## src/rtl/averager_counter_if.sv

```systemverilog
// Signal bundle between the averager sequencer and the accumulator/BRAM side.
// The master is the sequencer: it takes the sample strobe and frame settings and drives the BRAM controls.
interface averager_counter_if #(
  parameter int FAST_COUNT_WIDTH = 5,
  parameter int SLOW_COUNT_WIDTH = 10
);
  logic                        clken;
  logic [FAST_COUNT_WIDTH-1:0] count_max;
  logic                        avg_on;
  logic                        clr_fback;
  logic                        ready;
  logic                        wen;
  logic [SLOW_COUNT_WIDTH-1:0] n_avg;
  logic                        avg_on_out;
  logic [FAST_COUNT_WIDTH+1:0] address;

  modport master (
    input  clken, count_max, avg_on,
    output clr_fback, ready, wen, n_avg, avg_on_out, address
  );

  modport slave (
    output clken, count_max, avg_on,
    input  clr_fback, ready, wen, n_avg, avg_on_out, address
  );
endinterface

```

## src/rtl/averager_counter.sv

```systemverilog
// Address/control sequencer for a BRAM waveform averager.
// A fast counter sweeps sample indices within a frame, and a slow counter tallies the completed frames.
module averager_counter #(
  parameter int FAST_COUNT_WIDTH = 5,
  parameter int SLOW_COUNT_WIDTH = 10
) (
  input  logic                  clk,
  input  logic                  restart,
  averager_counter_if.master    bus
);

  localparam logic [SLOW_COUNT_WIDTH-1:0] N_AVG_MAX = '1;
  localparam logic [SLOW_COUNT_WIDTH-1:0] N_AVG_ONE = SLOW_COUNT_WIDTH'(1);

  // Power-up values match what a restart produces.
  logic [FAST_COUNT_WIDTH-1:0] cnt        = '0;
  logic                        first      = 1'b1;
  logic                        clr_fback  = 1'b1;
  logic                        ready      = 1'b0;
  logic                        wen        = 1'b0;
  logic [SLOW_COUNT_WIDTH-1:0] n_avg      = '0;
  logic                        avg_on_out = 1'b0;
  logic [FAST_COUNT_WIDTH+1:0] address    = '0;

  always_ff @(posedge clk) begin
    if (restart) begin
      cnt        <= '0;
      n_avg      <= '0;
      ready      <= 1'b0;
      wen        <= 1'b0;
      address    <= '0;
      first      <= 1'b1;
      clr_fback  <= 1'b1;
      avg_on_out <= bus.avg_on;
    end else if (bus.clken) begin
      address   <= {cnt, 2'b00};
      wen       <= 1'b1;
      clr_fback <= first;
      // A greater-or-equal test also ends a frame early when count_max drops below the current index.
      if (cnt >= bus.count_max) begin
        cnt   <= '0;
        ready <= 1'b1;
        if (avg_on_out) begin
          first <= 1'b0;
          if (n_avg != N_AVG_MAX) begin
            n_avg <= n_avg + N_AVG_ONE;
          end
        end else begin
          first <= 1'b1;
          n_avg <= N_AVG_ONE;
        end
      end else begin
        cnt <= cnt + 1'b1;
      end
    end else begin
      wen <= 1'b0;
    end
  end

  assign bus.clr_fback  = clr_fback;
  assign bus.ready      = ready;
  assign bus.wen        = wen;
  assign bus.n_avg      = n_avg;
  assign bus.avg_on_out = avg_on_out;
  assign bus.address    = address;

endmodule

```

## src/flat_wrapper.sv

```systemverilog
// flat-port wrapper written by rule: the top's interface ports become plain ports
module averager_counter_flat 
#(
  parameter int FAST_COUNT_WIDTH = 5,
  parameter int SLOW_COUNT_WIDTH = 10
)
  (clk, restart, bus_clken, bus_count_max, bus_avg_on, bus_clr_fback, bus_ready, bus_wen, bus_n_avg, bus_avg_on_out, bus_address);
  averager_counter_if #(.FAST_COUNT_WIDTH(FAST_COUNT_WIDTH), .SLOW_COUNT_WIDTH(SLOW_COUNT_WIDTH)) bus_i ();
  input  logic clk;
  input  logic restart;
  input wire logic [$bits(bus_i.clken)-1:0] bus_clken;
  input wire logic [$bits(bus_i.count_max)-1:0] bus_count_max;
  input wire logic [$bits(bus_i.avg_on)-1:0] bus_avg_on;
  output wire logic [$bits(bus_i.clr_fback)-1:0] bus_clr_fback;
  output wire logic [$bits(bus_i.ready)-1:0] bus_ready;
  output wire logic [$bits(bus_i.wen)-1:0] bus_wen;
  output wire logic [$bits(bus_i.n_avg)-1:0] bus_n_avg;
  output wire logic [$bits(bus_i.avg_on_out)-1:0] bus_avg_on_out;
  output wire logic [$bits(bus_i.address)-1:0] bus_address;
  assign bus_i.clken = bus_clken;
  assign bus_i.count_max = bus_count_max;
  assign bus_i.avg_on = bus_avg_on;
  assign bus_clr_fback = bus_i.clr_fback;
  assign bus_ready = bus_i.ready;
  assign bus_wen = bus_i.wen;
  assign bus_n_avg = bus_i.n_avg;
  assign bus_avg_on_out = bus_i.avg_on_out;
  assign bus_address = bus_i.address;
  averager_counter #(.FAST_COUNT_WIDTH(FAST_COUNT_WIDTH), .SLOW_COUNT_WIDTH(SLOW_COUNT_WIDTH)) u_core (.clk(clk), .restart(restart), .bus(bus_i));
endmodule
```

## config.mk

```make
export PLATFORM = sky130hd
export DESIGN_NAME = averager_counter_flat
export DESIGN_NICKNAME = d
export VERILOG_FILES = /design/src/rtl/averager_counter_if.sv /design/src/rtl/averager_counter.sv /design/src/flat_wrapper.sv
export SDC_FILE = /design/constraint.sdc
export NUM_CORES = 1
export LEC_CHECK = 0
export BUFFER_PORTS_ARGS = -buffer_cell sky130_fd_sc_hd__buf_2
export CELL_PAD_IN_SITES_DETAIL_PLACEMENT = 0
export CELL_PAD_IN_SITES_GLOBAL_PLACEMENT = 1
export CORE_UTILIZATION = 42
export DETAILED_ROUTE_END_ITERATION = 7
export PLACE_DENSITY = 0.94
export SETUP_SLACK_MARGIN = 0.4
export SLEW_MARGIN = 20
export SYNTH_ARGS = -nofsm -noshare
export SYNTH_HDL_FRONTEND = slang
export SYNTH_SLANG_ARGS = --single-unit
```

## constraint.sdc

```tcl
create_clock -name clk -period 4.2 [get_ports clk]
set_input_delay 0.84 -clock clk [delete_from_list [all_inputs] [get_ports clk]]
set_output_delay 0.84 -clock clk [all_outputs]
set_load 0.05 [all_outputs]
```

======== Yosys cells after proc, flatten, opt, wreduce, memory -nomap -nowiden ========
Cells that the tools add are included.
operators by class
  $lt $le $gt $ge ......................... 1
  add/subtract/negate cells ............... 2
  reductions and logical operators ........ 2
  multipliers ............................. 0
  bitwise logic cells ..................... 0
  shifts and indexed selects .............. 0
  muxes and demuxes ....................... 5
  div/mod/pow operators ................... 0
  equality and inequality tests ........... 2
operator list
  operator                                       number
  2-to-1 mux 10 bit                              2
  adder 10 x 1 -> 10 bit, second input constant  1
  inequality test 10 bit, second input constant  1
  adder 5 x 1 -> 5 bit, second input constant    1
  >= comparator 5 bit                            1
  2-to-1 mux 5 bit                               1
  AND reduction 3 bit                            1
  2-to-1 mux 1 bit                               2
  inequality test 2 bit, second input constant   1
  AND reduction 2 bit                            1
storage, ports and cells
  bits in latches ......................... 0
  bits in writable memories ............... 0
  bits in read-only memories .............. 0
  memories ................................ 0
  bits in registers ....................... 25
  input bits .............................. 9

======== Longest topological paths before layout ========
Gate-level depths: netlist of the first run.
  word-level depth ........................ 3
  mapped depth ............................ 8

======== Least setup slack after synthesis of the first run ========
Ideal clock, no wire load.
  kind .................................... input to register
  start point ............................. input port bus_count_max[4]
  end point ............................... register u_core.n_avg[0] (netlist: u_core.bus.n_avg[0])
  cell stages on the path ................. 7
  arrival time ............................ 1937 ps
  buffers on the path ..................... 1
  slack ................................... 2110 ps
  setup time .............................. 153 ps
  data required time ...................... 4047 ps
  cells stage by stage .................... inv_1 > ha_1 > and3_1 > a21o_2 > buf_4 > a21oi_1 > a211oi_1
on the way
  word-level cells in the longest chain between the ends .. 2
RTL lines
  element                        RTL line                source
  from (decl)                    flat_wrapper.sv:12      input wire logic [$bits(bus_i.count_max)-1:0] bus_count_max;
  >= comparator 5 bit            averager_counter.sv:40  if (cnt >= bus.count_max) begin
  AND reduction 3 bit (no line)  n/a
  to (signal assigned)           averager_counter.sv:46  n_avg <= n_avg + N_AVG_ONE;
  to (decl)                      averager_counter.sv:21  logic [SLOW_COUNT_WIDTH-1:0] n_avg = '0;
No other way between the ends.
A chain may end at the register's enable or synchronous reset.

======== Final worst setup path of the first run ========
  start point ............................. register u_core.avg_on_out (netlist: u_core.bus.avg_on_out)
  end point ............................... output port bus_avg_on_out
RTL lines
  element                 RTL line                source
  from (decl)             averager_counter.sv:22  logic avg_on_out = 1'b0;
  from (signal assigned)  averager_counter.sv:34  avg_on_out <= bus.avg_on;
  to (decl)               flat_wrapper.sv:18      output wire logic [$bits(bus_i.avg_on_out)-1:0] bus_avg_on_out;
No word-level cell between the ends.

==> results of run 1 <==
## state kept, by name (all words and copies together), names as in the netlist
name,cells
u_core.bus.wen,1
u_core.first,1
u_core.bus.address,5
u_core.bus.avg_on_out,1
u_core.bus.clr_fback,1
u_core.bus.n_avg,10
u_core.cnt,5
u_core.bus.ready,1
## worst register-to-register path, delay by kind of cell (launching register included)
kind / cells / cell delay, ns
simple gates: 2 / 0.42
fa+ha+maj: 1 / 0.28
compound gates: 3 / 0.61
flops: 1 / 0.45
buf+inv: 1 / 0.09
## power groups by stage
stage,registers (mW),clock network (mW),logic [mW]
after global placement,0.254,0,0.0475
after detailed placement,0.254,0,0.0491
after global routing,0.251,0.133,0.0543
after floorplan,0.261,0,0.0313
final,0.249,0.117,0.0492
after CTS,0.249,0.122,0.0493
## cells in the mapped netlist, types with 5 or more instances
cell type   n
nor2_1     10
a21oi_1    11
mux2i_1     7
nand2_1    17
nand3_1     7
nor3_1      7
inv_1       6
dfxtp_1    24
nand2b_1    5
ha_1        7
o21ai_0     5
## cells by family after synthesis
| kind of cell | Yosys count | synth area share |
|---|---|---|
| buffers and inverters | 15 | 0.0538 |
| DFF | 25 | 0.392 |
| muxes | 7 | 0.0538 |
| adders and majority gates | 7 | 0.0672 |
| and+or+nand+nor | 60 | 0.244 |
| AOI/OAI and AO/OA | 33 | 0.173 |
| xor gates and xnor gates | 2 | 0.0135 |
| other | 1 | 0.00288 |
## cell usage in the layout (no fill, tap or decap), types with 2 or more instances in the layout
cell type	count
o21ai_0	5
nand4_1	2
inv_1	6
xor2_1	2
o2bb2ai_1	2
nand2_1	17
dfxtp_1	24
clkbuf_4	3
nand3_1	7
a211oi_1	3
a31oi_1	2
nor2b_1	2
nor2_1	10
a32o_1	2
buf_2	27
and3_1	2
nand3_2	2
ha_1	7
nor3_1	7
mux2i_1	7
conb_1	2
nand2b_1	5
a21oi_1	11
## final timing paths
kind | startpoint | slack, ns | cells past startpoint | end
max | u_core.bus.avg_on_out | 2.13 | 1 | bus_avg_on_out
min | u_core.first | 0.51 | 2 | u_core.first
max reg2reg | u_core.cnt[0] | 2.31 | 7 | u_core.bus.n_avg[1]
min reg2reg | u_core.first | 0.51 | 2 | u_core.first
## layout make-up
class | count | share of cell area
tap | 31 | 0.0264
timing repair buffer | 27 | 0.0921
sequential | 25 | 0.348
inverter | 7 | 0.0179
clock buffer | 3 | 0.0153
multi-input combinational | 111 | 0.494
clock inverter | 1 | 0.00597
## routing by layer
| layer | wire (microns) | track usage |
|---|---|---|
| met1 | 1210 | 0.240 |
| met2 | 1320 | 0.286 |
| met3 | 142 | 0.0268 |
| met4 | 19 | 0.0748 |
| met5 | 0 | 0 |
==> results_dict.tcl, run 1 <==
set metrics [dict create \
    hp-class "register to register" \
    fillers 276 \
    fin_setup_tns_ns 0 \
    dp_cells 201 \
    layoutNonFillerInstCount 205 \
    yosys-top-cells-area "dfxtp_1 37%, ha_1 6.7%, mux2i_1 5.4%, nand2_1 4.9%, a21oi_1 4.2%" \
    core.rowCount 19 \
    dp_hpwl_microns 1970 \
    cts_tree "done" \
    cts_inserted_buffers 3 \
    post-cts-setup-buffer-count 0 \
    multi_input_area_sq_um 726 \
    port_buffers 27 \
    dieArea_sq_um 3330 \
    finalPower_mw 0.416 \
    stdcell_area_sq_um 1470 \
    synth_top_flop_cell "dfxtp_1" \
    p_sw_frac 0.286 \
    setup_slack_ns 2.13 \
    finalCoreUtilization 0.514 \
    htree_levels 1 \
    netlist.area_leader.share 0.369 \
    antenna_found_initial 0 \
    clockPowerShare 0.282 \
    run_status "complete, but fails checks" \
    grt_pass1_wl_microns 4640 \
    synth_edf_count 1 \
    grt_setup_unrepaired "no" \
    drv_slew 0 \
    worst-path-buf-inv 1 \
    clockBufferDepth 2 \
    fin_crit_ns 2.07 \
    worst-setup-path-type "register to output port" \
    ir_worst_vdd_mv 0.158 \
    seqPwrFrac 0.600 \
    gr-usage-all-layers 0.178 \
    drive_above_1_share 0.224 \
    insertion_delay_ns 0.33 \
    vias 1184 \
    cts.sinks 25 \
    p_switching_mw 0.119 \
    whs_ns 0.506 \
    syn_area_per_cell_sq_um 8.68 \
    fp.dieW_microns 57.7 \
    drc 2 \
    slowest_delay_ns 0.58 \
    cts.reportedPaths.clkPinSlew_ns 0.15 \
    wl_microns 2690 \
    place_ws_ns 1.87 \
    antenna_cells 0 \
    cp-end-kind "output port" \
    crit_chain "buf_2" \
    synth_warnings 0 \
    fin_worst_skew_ns 0.00848 \
    first_iter_violations 44 \
    antenna_left 0 \
    via_per_inst 5.78 \
    cap_viol_max_count 0 \
    synth-seq-area-share 0.392 \
    async_flop_share 0 \
    postSynthCellCount 150 \
    violations "DRC" \
    cts-root-buf "clkbuf_4" \
    max_freq_ghz 0.482 \
    synth_cell_types 40 \
    hold_violations 0 \
    layout.nets 191 \
    internal-power_mw 0.297 \
    synth_top_cell_by_area "dfxtp_1" \
    power.density_nw_per_um2 283 \
    p_leak_nw 0.662 \
    mappedNetlistArea_sq_um 1300 \
    crit_family "flip-flops" \
    first_pass_iters 6 \
    slowest_stage "edfxtp_1" \
    arrival_ns 1.23 \
    grt_pass1_vias 1076 \
    seq_area_sq_um 510 \
    ctsHoldBuffers 0 \
    cts_resized 0 \
    die_y_microns 57.7 \
    grt_max_degree 25 \
    ys_seq_elements 25 \
    required_ns 3.36 \
    period_share 0.494 \
    core_area_sq_um 2850 \
    setup_viol_count_final 0 \
    place_area_sq_um 1440 \
    start_util 0.457 \
    drt-wirelength-per-cell_microns 13.1 \
    overflow 0 \
    ios 30 \
    area_growth_pct 12.7 \
    crit_path_max_fanout 12 \
    cp-start-kind "register" \
    routabilityCongestion 0.773 \
    p_comb_frac 0.118 \
]
Power figures use the tool's default switching activity.
==> run 2, diff against run 1 <==
CORE_UTILIZATION = 39   (was 42)
PLACE_DENSITY = 0.89   (was 0.94)
clock period = 2.1 ns   (was 4.2 ns; I/O delays follow)
==> run 2 against run 1 <==
  * The flow now finishes without violations
  * Setup slack lost 1.7 ns
  * Die area grew 7.4%
  * Clock power grew 95%
  * Clock-buffer cell count is the same
  * Flip-flop and latch count is the same
  * Utilization grew 2.5 points
  * Via count grew 2.5%
  * Critical endpoint is now u_core.bus.n_avg[3]
==> results_dict.tcl, run 2 (same netlist as run 1, synthesis figures left out) <==
set metrics [dict create \
    run_status "finished clean" \
    drt-met1-wl_microns 1450 \
    ctsHoldBuffers 0 \
    start_util 0.420 \
    seq_area_sq_um 526 \
    most-common-layout-cells "27 x buf_2, 16 x dfxtp_1, 15 x nand2_1" \
    drive_above_1_share 0.372 \
    routabilityCongestion 0.769 \
    hp-class "input pin to register" \
    r2r-start "u_core.cnt[0]" \
    cp-end-kind "register" \
    insertion_delay_ns 0.33 \
    die_y_microns 59.8 \
    core.rowCount 20 \
    p_switching_mw 0.257 \
    crit_path_max_fanout 8 \
    cts.reportedPaths.clkPinSlew_ns 0.15 \
    period_share 0.784 \
    fin_crit_ns 1.65 \
    regMostFlops "u_core.bus.n_avg" \
    fin_setup_tns_ns 0 \
    min_path_cells 1 \
    ios 30 \
    fin_worst_skew_ns 0.00523 \
    area_growth_pct 28.4 \
    drc 0 \
    p_sw_frac 0.296 \
    cts_inserted_buffers 3 \
    fillers 296 \
    port_buffers 27 \
    required_ns 2.34 \
    met2_length_microns 1450 \
    worstHoldEndpoint "u_core.bus.avg_on_out" \
    top_regs "u_core.bus.n_avg x10, u_core.bus.address x5, u_core.cnt x5" \
    multi_input_area_sq_um 841 \
    wl_met3_microns 132 \
    antenna_cells 0 \
    overflow 0 \
    cap_viol_max_count 0 \
    layout.nets 200 \
    top_layer_used "met4" \
    power.density_nw_per_um2 518 \
    rr_worst_depth 7 \
    ir_worst_vdd_mv 0.253 \
    r2r_slack_ns 0.45 \
    place_ws_ns 0.177 \
    htree_levels 1 \
    clockPowerShare 0.263 \
    worstHoldStart "bus_avg_on" \
    drv_slew 0 \
    worst-setup-path-type "register to register" \
    seqPwrFrac 0.572 \
    gr-usage-all-layers 0.188 \
    cp-start-kind "register" \
    grt_pass1_wl_microns 5000 \
    fp.dieW_microns 59.8 \
    cts_tree "done" \
    largest_reg_flops 10 \
    final_common_cell "buf_2" \
    r2r_end "u_core.bus.n_avg[3]" \
    max_freq_ghz 0.608 \
    setup_slack_ns 0.455 \
    grt_setup_unrepaired "yes" \
    vias 1214 \
    setup_viol_count_final 0 \
    drt-wirelength-per-cell_microns 13.6 \
    internal-power_mw 0.610 \
    clockBufferDepth 2 \
    wl_microns 3100 \
    grt_max_degree 24 \
    antenna_left 0 \
    hold_violations 0 \
    first_pass_iters 4 \
    p_comb_frac 0.165 \
    cts.sinks 25 \
    dp_hpwl_microns 2070 \
    via_per_inst 5.35 \
    p_leak_nw 0.723 \
    arrival_ns 1.88 \
    dieArea_sq_um 3570 \
    core_area_sq_um 3100 \
    grt_pass1_vias 1085 \
    cts-root-buf "clkbuf_4" \
    first_iter_violations 54 \
    antenna_found_initial 0 \
]
[run 2: cell types whose count changed in the layout (fill, tap and decap cells not counted), sizes merged]
cell | before | now
inv | 7 | 6
clkinv | 1 | 2
a21o | 2 | 3
buf | 27 | 35
[run 2: repair_timing]
action | CTS | global route
cloned | 1 | 0
setup endpoints to repair | 14 | 18
buffers inserted | 0 | 5
resized for setup | 9 | 18
pin swaps | 2 | 8
[run 2: area by class of cell]
type / count / share of cell area
Multi-Input combinational cell: 112 / 0.503
Sequential cell: 25 / 0.314
Timing Repair Buffer: 35 / 0.117
Tap cell: 44 / 0.0329
Inverter: 7 / 0.0172
Clock buffer: 3 / 0.0135
Clock inverter: 1 / 0.00299
[run 2: metal layers]
layer,track usage,vias up
li1,-,601
met1,0.264,575
met2,0.275,34
met3,0.0368,4
met4,0.0897,0
met5,0,-
[run 2: power by group through the flow]
stage                     Clock (mW)  Combinational (mW)  Sequential, mW
final                          0.228               0.143           0.495
after global routing           0.251               0.156           0.497
after CTS                      0.231               0.115           0.500
after detailed placement           0               0.103           0.510
after global placement             0              0.0988           0.509
after floorplan                    0              0.0626           0.523
[run 2: through the flow]
stage | hold slack (ns) | instance area, sq um | util | std cells | total power, mW
detailed placement | 0.458 | 1480 | 0.477 | 217 | 0.613
global placement | 0.463 | 1480 | 0.477 | 217 | 0.607
CTS | 0.257 | 1560 | 0.503 | 222 | 0.846
finish | 0.255 | 1670 | 0.539 | 227 | 0.867
global route | 0.241 | 1670 | 0.539 | 227 | 0.904
floorplan | 0.441 | 1310 | - | 151 | 0.586
[run 2: worst max-delay path, stage by stage (launching register included)]
cell	delay [ns]
dfxtp_4	0.40
inv_4	0.04
ha_4	0.26
nor2b_4	0.04
o21ai_4	0.26
a21o_4	0.24
o32ai_4	0.10
a41o_1	0.21
[run 2: worst max path at each step]
stage                        start  slack [ns]             endpoint  depth (start not counted)
4_1_cts              u_core.cnt[0]        0.40  u_core.bus.n_avg[8]                          7
3_3_place_gp      bus_count_max[2]        0.27  u_core.bus.n_avg[8]                          8
2_1_floorplan  u_core.bus.n_avg[3]        0.41  u_core.bus.n_avg[3]                          5
6_report             u_core.cnt[0]        0.45  u_core.bus.n_avg[3]                          7
3_5_place_dp      bus_count_max[1]        0.18  u_core.bus.n_avg[5]                          8
5_1_grt              u_core.cnt[0]        0.37  u_core.bus.n_avg[3]                          7
==> run 3, diff against run 2 <==
clock period = 1.7 ns   (was 2.1 ns; I/O delays follow)
==> run 3 against run 2 <==
  * Critical path type unchanged
  * Hold slack worse by 0.068 ns
  * Largest cell class unchanged
  * Critical endpoint is now u_core.bus.n_avg[9]
  * Global-route usage is 0.42 points lower
  * Critical path depth stayed put
  * First-iteration DRC count is 44% lower
  * Maximum frequency is 1.1% higher
  * Clock-buffer cell count stayed put
  * Die area stayed put
  * Largest power group unchanged
  * Cell count is 3.1% higher
==> results_dict.tcl, run 3 (same netlist as run 1, synthesis figures left out) <==
set metrics [dict create \
    run_status "finished clean" \
    setup_viol_count_final 0 \
    drt-wirelength-per-cell_microns 13.1 \
    arrival_ns 1.86 \
    first_pass_iters 4 \
    worst-path-buf-inv 2 \
    slowest_delay_ns 0.38 \
    routabilityCongestion 0.874 \
    largest_reg_flops 10 \
    insertion_delay_ns 0.31 \
    antenna_left 0 \
    p_leak_nw 0.773 \
    required_ns 1.94 \
    cts.reportedPaths.clkPinSlew_ns 0.14 \
    drc 0 \
    hold_violations 0 \
    port_buffers 27 \
    clockBufferDepth 2 \
    cp-end-kind "register" \
    overflow 0 \
    crit_path_frequent_cell "buf_6" \
    antenna_cells 0 \
    stdcell_area_sq_um 1940 \
    grt_pass1_wl_microns 4950 \
    ios 30 \
    cts-root-buf "clkbuf_4" \
    cts_inserted_buffers 3 \
    finalPower_mw 1.08 \
    core.rowCount 20 \
    grt_max_degree 24 \
    start_util 0.420 \
    fp.dieW_microns 59.8 \
    fin_setup_tns_ns 0 \
    via_per_inst 5.26 \
    worst-setup-path-type "register to register" \
    max_freq_ghz 0.615 \
    slowest_stage "dfxtp_4" \
    top_regs "u_core.bus.n_avg x10, u_core.bus.address x5, u_core.cnt x5" \
    gr-usage-all-layers 0.184 \
    cap_viol_max_count 0 \
    fin_worst_skew_ns 0.00470 \
    hp-class "input pin to register" \
    cp-start-kind "register" \
    ir_worst_vdd_mv 0.480 \
    grt_setup_unrepaired "yes" \
    vias 1230 \
    layout.nets 207 \
    core_area_sq_um 3100 \
    power.density_nw_per_um2 555 \
    cts_tree "done" \
    regMostFlops "u_core.bus.n_avg" \
    place_area_sq_um 1590 \
    wl_microns 3060 \
    cts.sinks 25 \
    first_iter_violations 30 \
    drive_above_1_share 0.500 \
    crit_family "compound AO/OA/AOI/OAI gates" \
    grt_pass1_vias 1107 \
    crit_path_max_fanout 6 \
    dieArea_sq_um 3570 \
    fin_crit_ns 1.63 \
    drv_slew 0 \
    die_y_microns 59.8 \
    most-common-layout-cells "16 x nand2_1, 16 x buf_4, 12 x buf_6" \
    antenna_found_initial 0 \
    period_share 0.957 \
    htree_levels 1 \
    ctsHoldBuffers 0 \
    dp_hpwl_microns 2020 \
    area_growth_pct 49.2 \
    crit_chain "ha_4 > a21oi_4 > o21ai_4 > a21o_4 > buf_6 > buf_6 > a211oi_2" \
]
[run 3: routing by layer]
layer	GRT usage	vias up	part of all wire	wire length, microns
li1	-	613	-	-
met1	0.242	586	0.47	1430
met2	0.302	29	0.48	1480
met3	0.0325	2	0.041	125
met4	0.0631	0	0.0062	19
met5	0	-	0	0
[run 3: what timing repair did]
action | in CTS | in global routing
resized for setup | 35 | 26
cloned | 0 | 0
pin swaps | 13 | 8
setup endpoints to repair | 28 | 30
setup buffers | 12 | 0
[run 3: path summary, 6_finish.rpt]
check	start	to	slack, ns	cells past startpoint
setup / recovery	u_core.cnt[2]	u_core.bus.n_avg[9]	0.07	7
setup reg to reg	u_core.cnt[2]	u_core.bus.n_avg[9]	0.07	7
hold reg to reg	u_core.first	u_core.first	0.48	2
hold / removal	bus_avg_on	u_core.bus.avg_on_out	0.19	1
[run 3: power by group]
| group | switching (mW) | internal [mW] | total [mW] |
|---|---|---|---|
| clock network | 0.178 | 0.0879 | 0.266 |
| logic | 0.125 | 0.0902 | 0.215 |
| registers | 0.00939 | 0.589 | 0.598 |
[run 3: final cells by class]
type / instances / area [sq um]
fill: 278 / 1160
multi-input combinational: 111 / 935
sequential: 25 / 554
timing repair buffer: 43 / 343
tap: 44 / 55.1
inverter: 7 / 28.8
clock buffer: 3 / 22.5
clock inverter: 1 / 5.00
[run 3: through the flow]
step / setup WS [ns] / utilization / hold slack (ns) / std cells
after global placement: 0.0447 / 0.513 / 0.453 / 218
after detailed placement: -0.00149 / 0.513 / 0.453 / 218
after floorplan: 0.195 / - / 0.433 / 151
after CTS: 0.138 / 0.594 / 0.175 / 234
final: 0.0729 / 0.626 / 0.187 / 234
after global routing: 0.0340 / 0.626 / 0.164 / 234
[run 3: worst reg2reg max path: stages, from the launching register on]
cell and delay, ns:
dfxtp_4 0.38, ha_4 0.26, a21oi_4 0.14, o21ai_4 0.10
a21o_4 0.25, buf_6 0.12, buf_6 0.11, a211oi_2 0.19
